==> src/rtl/boot_sequencer_if.sv <==
// rtl/boot_sequencer_if.sv - ROM read / RAM write bus between boot_sequencer and memories
//
// Signals:
//   rom_en, rom_addr   ROM read strobe and address (sequencer drives)
//   rom_rdata          ROM read data, valid one cycle after rom_en (memory drives)
//   ram_we, ram_addr   RAM write strobe and address (sequencer drives)
//   ram_wdata          RAM write data (sequencer drives)
// Modports: master = sequencer side, slave = memory side.

interface boot_sequencer_if #(
    parameter int AW = 16,
    parameter int DW = 32
) ();
    logic          rom_en;
    logic [AW-1:0] rom_addr;
    logic [DW-1:0] rom_rdata;
    logic          ram_we;
    logic [AW-1:0] ram_addr;
    logic [DW-1:0] ram_wdata;

    modport master (
        output rom_en,
        output rom_addr,
        input  rom_rdata,
        output ram_we,
        output ram_addr,
        output ram_wdata
    );

    modport slave (
        input  rom_en,
        input  rom_addr,
        output rom_rdata,
        input  ram_we,
        input  ram_addr,
        input  ram_wdata
    );
endinterface

==> src/rtl/boot_sequencer.sv <==
// rtl/boot_sequencer.sv - power-on sequencer: ROM-to-RAM boot copy, core reset hold, run budget
//
// Ports:
//   clk         sole clock, rising edge
//   rst         asynchronous active-low reset
//   start       one-cycle (re)start request, honoured in IDLE and HALT only
//   mem         ROM read / RAM write bus (boot_sequencer_if.master)
//   core_rst    active-high reset to the core, low only in RUN
//   core_halt   high in HALT
//   busy        high in COPY, DRAIN and HOLD
//   tick_count  cycles spent in RUN since the last launch

module boot_sequencer #(
    parameter int          AW         = 16,
    parameter int          DW         = 32,
    parameter int unsigned BOOT_WORDS = 256,
    parameter int unsigned RST_HOLD   = 2,
    parameter int unsigned RUN_TICKS  = 40,
    parameter int unsigned AUTO_START = 1
) (
    input  logic                   clk,
    input  logic                   rst,
    input  logic                   start,
    boot_sequencer_if.master       mem,
    output logic                   core_rst,
    output logic                   core_halt,
    output logic                   busy,
    output logic [31:0]            tick_count
);

    localparam logic [2:0] S_IDLE  = 3'd0;
    localparam logic [2:0] S_COPY  = 3'd1;
    localparam logic [2:0] S_DRAIN = 3'd2;
    localparam logic [2:0] S_HOLD  = 3'd3;
    localparam logic [2:0] S_RUN   = 3'd4;
    localparam logic [2:0] S_HALT  = 3'd5;

    // Index is one bit wider than the address so a full 2^AW image
    // terminates on its last index instead of wrapping to zero.
    localparam logic [AW:0] LAST_IDX  = (AW+1)'((BOOT_WORDS == 0) ? 0 : BOOT_WORDS - 1);
    localparam logic [31:0] HOLD_LAST = 32'((RST_HOLD == 0) ? 0 : RST_HOLD - 1);
    localparam logic [31:0] RUN_LAST  = 32'((RUN_TICKS == 0) ? 0 : RUN_TICKS - 1);
    localparam bit          COPY_EN   = (BOOT_WORDS != 0);
    localparam bit          HALT_EN   = (RUN_TICKS != 0);
    localparam bit          AUTO_EN   = (AUTO_START != 0);

    logic [2:0]    state;
    logic [2:0]    state_n;
    logic          launch;
    logic [AW:0]   idx;
    logic [31:0]   hold_cnt;
    logic          auto_pend;
    logic          ram_we_q;
    logic [AW-1:0] ram_addr_q;

    always_comb begin
        state_n = state;
        launch  = 1'b0;
        case (state)
            S_IDLE:  if (start || auto_pend) launch = 1'b1;
            S_COPY:  if (idx == LAST_IDX) state_n = S_DRAIN;
            S_DRAIN: state_n = S_HOLD;
            S_HOLD:  if (hold_cnt == HOLD_LAST) state_n = S_RUN;
            S_RUN:   if (HALT_EN && (tick_count == RUN_LAST)) state_n = S_HALT;
            S_HALT:  if (start) launch = 1'b1;
            default: state_n = S_IDLE;
        endcase
        // An empty image skips straight to the reset hold.
        if (launch) state_n = COPY_EN ? S_COPY : S_HOLD;
    end

    always_ff @(posedge clk or negedge rst) begin
        if (!rst) begin
            state      <= S_IDLE;
            idx        <= '0;
            hold_cnt   <= '0;
            tick_count <= '0;
            auto_pend  <= AUTO_EN;
            ram_we_q   <= 1'b0;
            ram_addr_q <= '0;
        end else begin
            state    <= state_n;
            // Write stage trails the read by one cycle, matching ROM latency.
            ram_we_q <= (state == S_COPY);
            if (state == S_COPY) ram_addr_q <= idx[AW-1:0];

            if (launch) begin
                idx        <= '0;
                hold_cnt   <= '0;
                tick_count <= '0;
                auto_pend  <= 1'b0;
            end
            if ((state == S_COPY) && (state_n == S_COPY)) idx <= idx + 1'b1;
            if (state == S_HOLD) hold_cnt <= hold_cnt + 32'd1;
            if (state == S_RUN) tick_count <= tick_count + 32'd1;
        end
    end

    assign mem.rom_en    = (state == S_COPY);
    assign mem.rom_addr  = idx[AW-1:0];
    assign mem.ram_we    = ram_we_q;
    assign mem.ram_addr  = ram_addr_q;
    // ROM data is only meaningful in the cycle after a read; gating keeps
    // idle ROM values off the write bus.
    assign mem.ram_wdata = ram_we_q ? mem.rom_rdata : '0;

    assign core_rst  = (state != S_RUN);
    assign core_halt = (state == S_HALT);
    assign busy      = (state == S_COPY) || (state == S_DRAIN) || (state == S_HOLD);

endmodule

==> src/flat_wrapper.sv <==
// flat-port wrapper written by rule: the top's interface ports become plain ports
module boot_sequencer_flat 
#(
    parameter int          AW         = 16,
    parameter int          DW         = 32,
    parameter int unsigned BOOT_WORDS = 256,
    parameter int unsigned RST_HOLD   = 2,
    parameter int unsigned RUN_TICKS  = 40,
    parameter int unsigned AUTO_START = 1
)
  (clk, rst, start, core_rst, core_halt, busy, tick_count, mem_rom_en, mem_rom_addr, mem_rom_rdata, mem_ram_we, mem_ram_addr, mem_ram_wdata);
  boot_sequencer_if #(.AW(AW), .DW(DW)) mem_i ();
  input  logic clk;
  input  logic rst;
  input  logic start;
  output logic core_rst;
  output logic core_halt;
  output logic busy;
  output logic [31:0] tick_count;
  output wire logic [$bits(mem_i.rom_en)-1:0] mem_rom_en;
  output wire logic [$bits(mem_i.rom_addr)-1:0] mem_rom_addr;
  input wire logic [$bits(mem_i.rom_rdata)-1:0] mem_rom_rdata;
  output wire logic [$bits(mem_i.ram_we)-1:0] mem_ram_we;
  output wire logic [$bits(mem_i.ram_addr)-1:0] mem_ram_addr;
  output wire logic [$bits(mem_i.ram_wdata)-1:0] mem_ram_wdata;
  assign mem_rom_en = mem_i.rom_en;
  assign mem_rom_addr = mem_i.rom_addr;
  assign mem_i.rom_rdata = mem_rom_rdata;
  assign mem_ram_we = mem_i.ram_we;
  assign mem_ram_addr = mem_i.ram_addr;
  assign mem_ram_wdata = mem_i.ram_wdata;
  boot_sequencer #(.AW(AW), .DW(DW), .BOOT_WORDS(BOOT_WORDS), .RST_HOLD(RST_HOLD), .RUN_TICKS(RUN_TICKS), .AUTO_START(AUTO_START)) u_core (.clk(clk), .rst(rst), .start(start), .mem(mem_i), .core_rst(core_rst), .core_halt(core_halt), .busy(busy), .tick_count(tick_count));
endmodule
==> config.mk <==
export PLATFORM = sky130hd
export DESIGN_NAME = boot_sequencer_flat
export DESIGN_NICKNAME = d
export VERILOG_FILES = /design/src/rtl/boot_sequencer_if.sv /design/src/rtl/boot_sequencer.sv /design/src/flat_wrapper.sv
export SDC_FILE = /design/constraint.sdc
export NUM_CORES = 1
export LEC_CHECK = 0
export BUFFER_PORTS_ARGS = -buffer_cell sky130_fd_sc_hd__buf_2
export CAP_MARGIN = 20
export CORE_ASPECT_RATIO = 0.7
export CORE_MARGIN = 3
export CORE_UTILIZATION = 58
export CTS_CLUSTER_DIAMETER = 150
export DETAILED_ROUTE_END_ITERATION = 8
export HOLD_SLACK_MARGIN = 0.08
export PLACE_DENSITY = 0.94
export REMOVE_ABC_BUFFERS = 1
export SYNTH_ARGS = -nofsm -noshare
export SYNTH_HDL_FRONTEND = slang
export SYNTH_SLANG_ARGS = --single-unit
==> constraint.sdc <==
create_clock -name clk -period 3.5 [get_ports clk]
set_input_delay 0.35 -clock clk [delete_from_list [all_inputs] [get_ports clk]]
set_output_delay 0.35 -clock clk [all_outputs]
set_load 0.05 [all_outputs]
==> results by stage, run 1 <==
GRT:
- For this run, global-route usage on met1 was measured as 0.353.
- The first global-routing pass estimated 23600 um of wire.
- The number of global-route vias before repair is 4867.
- The global-route total usage across every layer is 0.274.
- For this run the aggregate overflow at the end of global routing stands at 0.
- The initial antenna violation count is 0.
- The layer flagged by global routing as most heavily used is met2.
- The met3 track utilization from global routing is 0.0678.
- For met2 alone, demand over resource in global routing was 0.447.
- The pin count of the biggest net entering global routing is 87.

Setup path:
- The critical path is of the reg2reg type.
- For this run, the slowest stage of the critical path takes 570 ps.
- The signal on the critical path passes through o31ai_1, nand2_1, buf_4, nand3_1, o21ai_0.
- STA classifies the critical path endpoint as a flip-flop.
- The standard cell with the maximum stage delay on the critical path is sky130_fd_sc_hd__nand2_1.
- STA classifies the critical path startpoint as a flip-flop.
- The family with the most delay on the worst path is simple AND/OR/NAND/NOR gates.
- Along the worst path, the maximum fanout reaches 36.
- The number of buffers and inverters on the critical path is 1.
- Data on the critical path is required at its endpoint by 3690 ps.
- The data arrival at the endpoint of the critical path is 2680 ps.

Clock network:
- TritonCTS built the clock tree.
- In this run, post-CTS repair resized a total of 0 instances.
- The number of clock buffers inserted by TritonCTS is 9.
- The count of clock tree sinks is 102.
- Once the clock tree was built, the setup fixing pass inserted 0 buffers.
- The clock root buffer is sky130_fd_sc_hd__clkbuf_16.
- The H-tree depth is 3.
- The number of hold-repair buffers added at the cts stage is 0.
- The worst-skew pair later-pin latency is 350 ps.
- In this run the deepest clock path goes through 2 buffers.
- The clock-pin transition on the worst setup and hold timing paths is 70 ps.

Route:
- The via-per-instance ratio is 6.18.
- The total wirelength of the detailed-routed design is 14300 um.
- Before antenna repair, the detailed router went through 5 iterations.
- In the routed design, unresolved DRC markers number 0.
- Dividing the detail-routed wire length by the instance count gives 17.5 um.
- The number of vias after detailed routing is 5071.
- In this run the remaining antenna-violating nets after routing total 0.
- The number of DRC markers after the initial detailed-route iteration is 529.

Final layout:
- The number of antenna diodes in the final layout is 0.
- The end-of-flow core utilization is 0.710.
- The finished layout holds 820 standard cells, fillers aside.
- The area growth from synthesis to layout is 16.9%.
- The number of fillers in the final layout is 642.
- The post-route standard cell area excluding fillers is 6550 sq um.
- The fraction of final layout cells with drive strength greater than 1 is 0.283.
- The net count reported at finish is 730.

Die:
- The die is 123 um wide.
- The initial core utilization is 0.608.
- The chip height is 88.2 um.
- The area enclosed by the die boundary is 10900 sq um.
- The region available for standard cell placement spans 9220 sq um.
- The floorplan has 29 rows.
- During I/O placement, the number of pins put on the boundary was 136.

Logic synthesis:
- Of the synthesized area, sequential elements account for 0.456.
- In this run the cell area of the synthesized design comes to 5600 sq um.
- Among all flip-flop cells after synthesis, the most frequent one is sky130_fd_sc_hd__dfrtp_1.
- The synthesized design contains 102 register bits.
- The mean instance size in the synthesized netlist is 9.67 sq um.
- Yosys printed 0 warnings.
- In this run, distinct cell masters in the synthesized netlist total 66.
- In the post-synthesis netlist, the biggest area contributors are sky130_fd_sc_hd__dfrtp_1 (45%), sky130_fd_sc_hd__nand3_1 (5.2%), sky130_fd_sc_hd__nand2_1 (4.1%).
- The number of enable-type register cells in the synthesized netlist is 0.
- After technology mapping, the gate count stands at 579.
- Of all flip-flops after synthesis, the portion carrying an async set or reset was 1.00.
- The share of synthesized area in the top cell type comes to 0.451.
- sky130_fd_sc_hd__dfrtp_1 takes more of the synthesized area than any other cell.

Timing:
- The final worst-path cycle share is 0.711.
- The max-slew violation count is 0.
- The worst pin sits at a relative slew slack of 0.423.
- Setup repair after global routing left no endpoint under its margin.
- Derived from the worst setup path, the maximum achievable clock frequency is 402 MHz.
- The worst path needs 2490 ps of the cycle, external delays included.
- Setup violations remaining at the end of the flow were counted as 0.
- The transition time at the pin with the least slew margin is 865 ps.
- The final count of hold timing violations is 0.
- On the final layout, the worst clock skew is 5.57 ps.
- Setup total negative slack on the finished layout was measured at 0 ps.
- The worst path meets setup with 1010 ps of slack.

Placement:
- OpenSTA, run right after detailed placement, puts the worst setup slack at 1050 ps.
- Input and output buffers added on the ports amount to 135.
- The number of instances in the placed design is 802.
- The cell area reported after detailed placement is 6200 sq um.
- The congestion estimate from routability-driven global placement came to 0.879.
- Once detailed placement completed, the half-perimeter wirelength came to 10000 um.

Pwr:
- The worst-case IR drop observed on VDD is 0.000388 V.
- The power density over cell area is 713 nW/um^2.
- The leakage power total is 3.14 nW.

Hold path:
- The path class of the tightest hold or removal check is in2async.

Outcome:
- The flow ran to the end, and the final reports show no timing, DRC or antenna violations.

Flow run:
- Across the run, the number of max-cap violations was 0.
[registers in the layout, indices dropped and copies added, names as in the netlist]
signal               flops
u_core.tick_count       32
u_core.auto_pend         1
u_core.mem.ram_we        1
u_core.mem.ram_addr     16
u_core.hold_cnt         32
u_core.state             3
u_core.idx              17
[layout make-up]
class / instances / area [sq um] / area share
clock buffers: 10 / 239 / 0.0365
repair buffers: 139 / 731 / 0.112
multi-input cells: 431 / 2770 / 0.423
clock inverters: 6 / 67.6 / 0.0103
well taps: 124 / 155 / 0.0237
inverters: 8 / 30.0 / 0.00459
flip-flops and latches: 102 / 2550 / 0.390
[synth_stat cells (5+ instances only)]
cell and n:
sky130_fd_sc_hd__and2_1 36, sky130_fd_sc_hd__mux2_2 16, sky130_fd_sc_hd__buf_4 22, sky130_fd_sc_hd__nand2_1 61, sky130_fd_sc_hd__nor2_1 24, sky130_fd_sc_hd__nand3_1 58, sky130_fd_sc_hd__nor3_1 10, sky130_fd_sc_hd__o21ai_0 43
sky130_fd_sc_hd__a211o_1 5, sky130_fd_sc_hd__o31ai_1 17, sky130_fd_sc_hd__nand4_1 32, sky130_fd_sc_hd__xnor2_1 7, sky130_fd_sc_hd__or3_1 5, sky130_fd_sc_hd__clkbuf_1 6, sky130_fd_sc_hd__mux2i_1 14, sky130_fd_sc_hd__inv_1 7
sky130_fd_sc_hd__o211ai_1 12, sky130_fd_sc_hd__dfrtp_1 101, sky130_fd_sc_hd__nor4_1 14, sky130_fd_sc_hd__and3_1 16
[cell usage in the layout, fill, tap and decap left out, types with 9 or more instances in the layout]
cell and count:
sky130_fd_sc_hd__mux2_2 16, sky130_fd_sc_hd__nor2_1 24, sky130_fd_sc_hd__nor4_1 14, sky130_fd_sc_hd__and3_1 16, sky130_fd_sc_hd__o211ai_1 12, sky130_fd_sc_hd__clkbuf_16 9, sky130_fd_sc_hd__nand3_1 58, sky130_fd_sc_hd__o31ai_1 17
sky130_fd_sc_hd__mux2i_1 14, sky130_fd_sc_hd__nand2_1 61, sky130_fd_sc_hd__nor3_1 10, sky130_fd_sc_hd__and2_1 36, sky130_fd_sc_hd__o21ai_0 43, sky130_fd_sc_hd__nand4_1 32, sky130_fd_sc_hd__buf_2 134, sky130_fd_sc_hd__dfrtp_1 101
[per-stage QoR]
stage                     power [W]  hold slack (ps)
final                       0.00467              370
after global routing        0.00490              380
after CTS                   0.00467              227
after detailed placement    0.00365              491
after global placement      0.00357              471
after floorplan             0.00312             54.4
[power by group]
group / switching (W) / internal [W]
combinational: 0.00139 / 0.000492
sequential: 0.000359 / 0.00141
clock: 0.000440 / 0.000577
total: 0.00219 / 0.00248
[worst reg2reg max path, delay by kind of cell, from the launching register on]
family / cells / cell delay, ps
simple gates: 2 / 730
compound gates: 2 / 610
flops: 1 / 520
buf+inv: 1 / 470
[final timing paths]
check                                       start                endpoint  slack [ps]  cells past startpoint
setup / recovery                  u_core.state[0]           u_core.idx[9]        1010                      5
hold / removal                                rst     u_core.hold_cnt[16]         370                      2
setup reg to reg                  u_core.state[0]           u_core.idx[9]        1010                      5
hold reg to reg            u_core.mem.ram_addr[7]  u_core.mem.ram_addr[7]         500                      1
max in group asynchronous                     rst   u_core.tick_count[22]        2250                      4
min in group clk                            start         u_core.state[2]         380                      4
[layer usage]
metal | vias to the layer above | share of wire | wire (um)
li1 | 2350 | - | -
met1 | 2442 | 0.41 | 5850
met2 | 248 | 0.48 | 6830
met3 | 31 | 0.089 | 1280
met4 | 0 | 0.025 | 358
met5 | - | 0 | 0
[cells by family after synthesis]
group                      count (synthesis)  synth area share
adders and majority gates                  4           0.00894
buffers and inverters                     46            0.0492
DFF                                      102             0.456
muxes                                     30            0.0572
and+or+nand+nor                          289             0.297
AOI/OAI and AO/OA                         97             0.114
xor gates and xnor gates                  11            0.0172
No activity file was read; power rests on OpenSTA's default activity.
==> inputs of run 2 (changes only) <==
- CORE_UTILIZATION: 58 -> 49
- PLACE_DENSITY: 0.94 -> 0.85
- clock period: 3.5 -> 2.19 ns (I/O delays scaled with it)
==> results by stage, run 2 (synthesized netlist as in run 1, its figures left out) <==
Final layout:
- 0 antenna diodes ended up in the layout.
- After the last flow step, the layout net total stands at 753.
- The library cells used most frequently in the layout, excluding fill and tap cells, are sky130_fd_sc_hd__buf_2 (133), sky130_fd_sc_hd__dfrtp_1 (99), sky130_fd_sc_hd__nand2_1 (61), sky130_fd_sc_hd__nand3_1 (58), sky130_fd_sc_hd__o21ai_0 (43).
- In the final layout, the multi-input gates occupy 2770 sq um.
- The sequential cells in the finished layout cover a total of 2560 sq um.
- Of the cells placed in the final design, the portion with a size suffix greater than 1 is 0.307.
- Leaving out fill and tap cells, the most frequent cell in the layout is sky130_fd_sc_hd__buf_2.
- The largest registers in the layout are u_core.hold_cnt x32, u_core.tick_count x32, u_core.idx x17.
- The layout has 883 filler cells.
- The growth of design area from synthesis to finish is 20.0%.
- The post-route standard cell area excluding fillers is 6720 sq um.
- The end-of-flow core utilization is 0.626.

Timing:
- At the pin with the least slew margin, the transition time is 661 ps.
- Of the available clock period, the critical path in the final layout requires 0.957.
- For this run, the top clock speed supported by timing is 477 MHz.
- The final count of hold timing violations came to 0.
- The sum of negative setup slack is 0 ps.
- The minimum period implied by the final worst setup slack is 2100 ps.
- The setup skew after layout is 5.79 ps.
- After layout, the worst setup slack is 94.4 ps.
- The max-slew violation count is 0.
- The relative max-transition margin is 0.560.
- The count of endpoints failing setup in the final report is 0.
- Setup repair after global routing left no endpoint under its margin.

Setup path:
- The path depth of the worst reg2reg path is 5.
- At the worst endpoint, the required time is 1970 ps.
- On the worst path, the slowest cell contributes a delay of 520 ps.
- Grouping stages by cell kind, the critical path spends the most delay in buffers and inverters.
- By startpoint and endpoint, the worst setup path is classified as reg2out.
- Among all stages on the critical path, the largest delay is contributed by sky130_fd_sc_hd__dfrtp_1.
- The setup check on the worst reg-to-reg path leaves a slack of 170 ps.
- STA classifies the critical path startpoint as a flip-flop.
- The number of buffers and inverters on the critical path is 3.
- The capture point of the worst reg-to-reg path is u_core.idx[16].
- For the worst setup path, the data arrival time is 1880 ps.
- The startpoint of the worst-slack reg-to-reg timing path is u_core.idx[15].
- STA classifies the critical path endpoint as a primary output.
- Walking the worst path, the cells encountered are nor3b_4, buf_4, clkinv_1, buf_2.
- Of all nets on the critical path, the largest fanout is 10.

Clock network:
- The TritonCTS clock tree is built.
- Clock-pin slew was measured on the worst setup and hold paths at 70 ps.
- The H-tree generated during clock tree synthesis spans 3 levels.
- The number of buffers between clock root and the deepest sink is 2.
- Buffers inserted during clock tree synthesis total 9.
- In this run the clock root is driven by a sky130_fd_sc_hd__clkbuf_16.
- The worst-skew pair later-pin latency is 350 ps.
- Counting every sink on the clock net gives 102.

Outcome:
- The flow ran to the end, and the final reports show no timing, DRC or antenna violations.

Pwr:
- The fraction of power consumed by the clock network is 0.202.
- The switching share of power is 0.473.
- The combinational share of power is 0.430.
- In this run the static leakage power is 3.24 nW.
- The share of power burned in registers is 0.368.
- In this run the power density over the cells is 1110 nW/um^2.
- IR analysis of the VDD net gives a maximum drop of 0.000773 V.
- The total net switching power is 0.00353 W.
- Internal power comes to 0.00394 W.

Route:
- The count of nets left with antenna violations once routing finished came out at 0.
- The mean routed wirelength per cell is 16.8 um.
- After the first detailed-routing iteration, the DRC count stood at 398.
- The via-per-instance ratio is 5.98.
- The number of vias after detailed routing is 5181.
- The pre-antenna-repair detailed-routing pass consisted of 5 iterations.
- For this block, the routed nets add up to 14600 um of wire.
- After detailed routing, the number of remaining DRC violations is 0.

Placement:
- The post-DP HPWL is 10400 um.
- The port buffer count is 135.
- After detailed placement, the total cell area comes to 6420 sq um.
- The congestion estimate from routability-driven global placement came to 0.888.
- The placement-stage worst setup slack is 197 ps.

GRT:
- The first global-routing pass estimated 24000 um of wire.
- The final global-route overflow total is 0.
- The number of global-route vias before repair is 4868.
- The initial antenna violation count is 0.
- The global-route total usage across every layer is 0.235.
- The pin count of the biggest net entering global routing is 45.

Die:
- After floorplanning, the core was divided into 31 placement rows.
- The floorplan step set the die width to 134 um.
- Measured along the y axis, the die boundary spans 95.4 um.
- 136 I/O pins were placed.
- The floorplan step defined a core boundary enclosing 10700 sq um.
- The die covers 12800 sq um.
- For this configuration, the core starts out at a cell density of 0.521.

Hold path:
- In this run the worst hold path is classified as in2reg.
- The path with the worst hold slack has its endpoint at u_core.state[2].
- The worst hold path was traced through 4 stages.
- The worst hold path begins at start.

Flow run:
- The number of max-cap violations is 0.
## run 2: cell count changes in the layout (fill, tap and decap cells not counted)
cell                         delta
sky130_fd_sc_hd__buf_4         +22
sky130_fd_sc_hd__clkinvlp_4     +2
sky130_fd_sc_hd__dfrtp_1        -2
sky130_fd_sc_hd__dfrtp_2        +2
sky130_fd_sc_hd__inv_6          -2
sky130_fd_sc_hd__buf_12         +1
sky130_fd_sc_hd__buf_16         -1
sky130_fd_sc_hd__buf_2          -1
sky130_fd_sc_hd__buf_6          +1
sky130_fd_sc_hd__bufinv_16      -1
sky130_fd_sc_hd__clkbuf_1       +1
sky130_fd_sc_hd__clkbuf_4       +1
## run 2: worst max-delay path by stage
stage                    startpoint              to  slack (ps)  cells after the start
global placement     u_core.idx[15]  u_core.idx[16]         290                      5
CTS                 u_core.state[1]      mem_rom_en          40                      4
finish              u_core.state[1]        core_rst          90                      4
global route        u_core.state[1]        core_rst          20                      4
detailed placement   u_core.idx[15]  u_core.idx[11]         200                      5
floorplan             u_core.idx[0]   u_core.idx[2]        -260                      6
## run 2: repair_timing
| item | CTS | global route |
|---|---|---|
| endpoints found under the setup margin | 2 | 2 |
| hold buffers | 1 | 0 |
| hold endpoints to repair | 36 | 0 |
| setup buffers | 1 | 0 |
| cloned | 0 | 0 |
| resized for setup | 1 | 3 |
## run 2: area by class of cell
| type | instances | share of cell area |
|---|---|---|
| multi-input combinational | 431 | 0.412 |
| clock buffer | 11 | 0.0361 |
| clock inverter | 5 | 0.00521 |
| timing repair buffer | 162 | 0.134 |
| sequential | 102 | 0.380 |
| inverter | 8 | 0.00447 |
| tap | 148 | 0.0276 |
## run 2: worst register-to-register path: stages, from the launching register on
cell and delay (ps):
sky130_fd_sc_hd__dfrtp_1 480, sky130_fd_sc_hd__nor4_1 320, sky130_fd_sc_hd__nand2_1 220, sky130_fd_sc_hd__o31a_4 440, sky130_fd_sc_hd__and3_1 190, sky130_fd_sc_hd__a211o_1 260
## run 2: power by group through the flow
stage               logic, W  registers (W)  clock network (W)
finish               0.00322        0.00275            0.00151
global placement     0.00313        0.00273                  0
floorplan            0.00128        0.00371                  0
CTS                  0.00322        0.00273            0.00153
global route         0.00339        0.00283            0.00161
detailed placement   0.00320        0.00276                  0
## run 2: per-layer routing
layer  global-route usage  vias to the layer above  share of wire
li1                     -                     2383              -
met1                0.307                     2479           0.42
met2                0.391                      290           0.47
met3               0.0596                       29          0.095
met4               0.0676                        0          0.018
met5                    0                        -              0
## run 2: per-stage QoR
step / hold WS (ps) / total power, W / instances
final: 220 / 0.00748 / 867
after global routing: 248 / 0.00783 / 867
after CTS: 219 / 0.00748 / 867
after detailed placement: 222 / 0.00596 / 849
after global placement: 224 / 0.00586 / 849
after floorplan: -76.6 / 0.00499 / 541
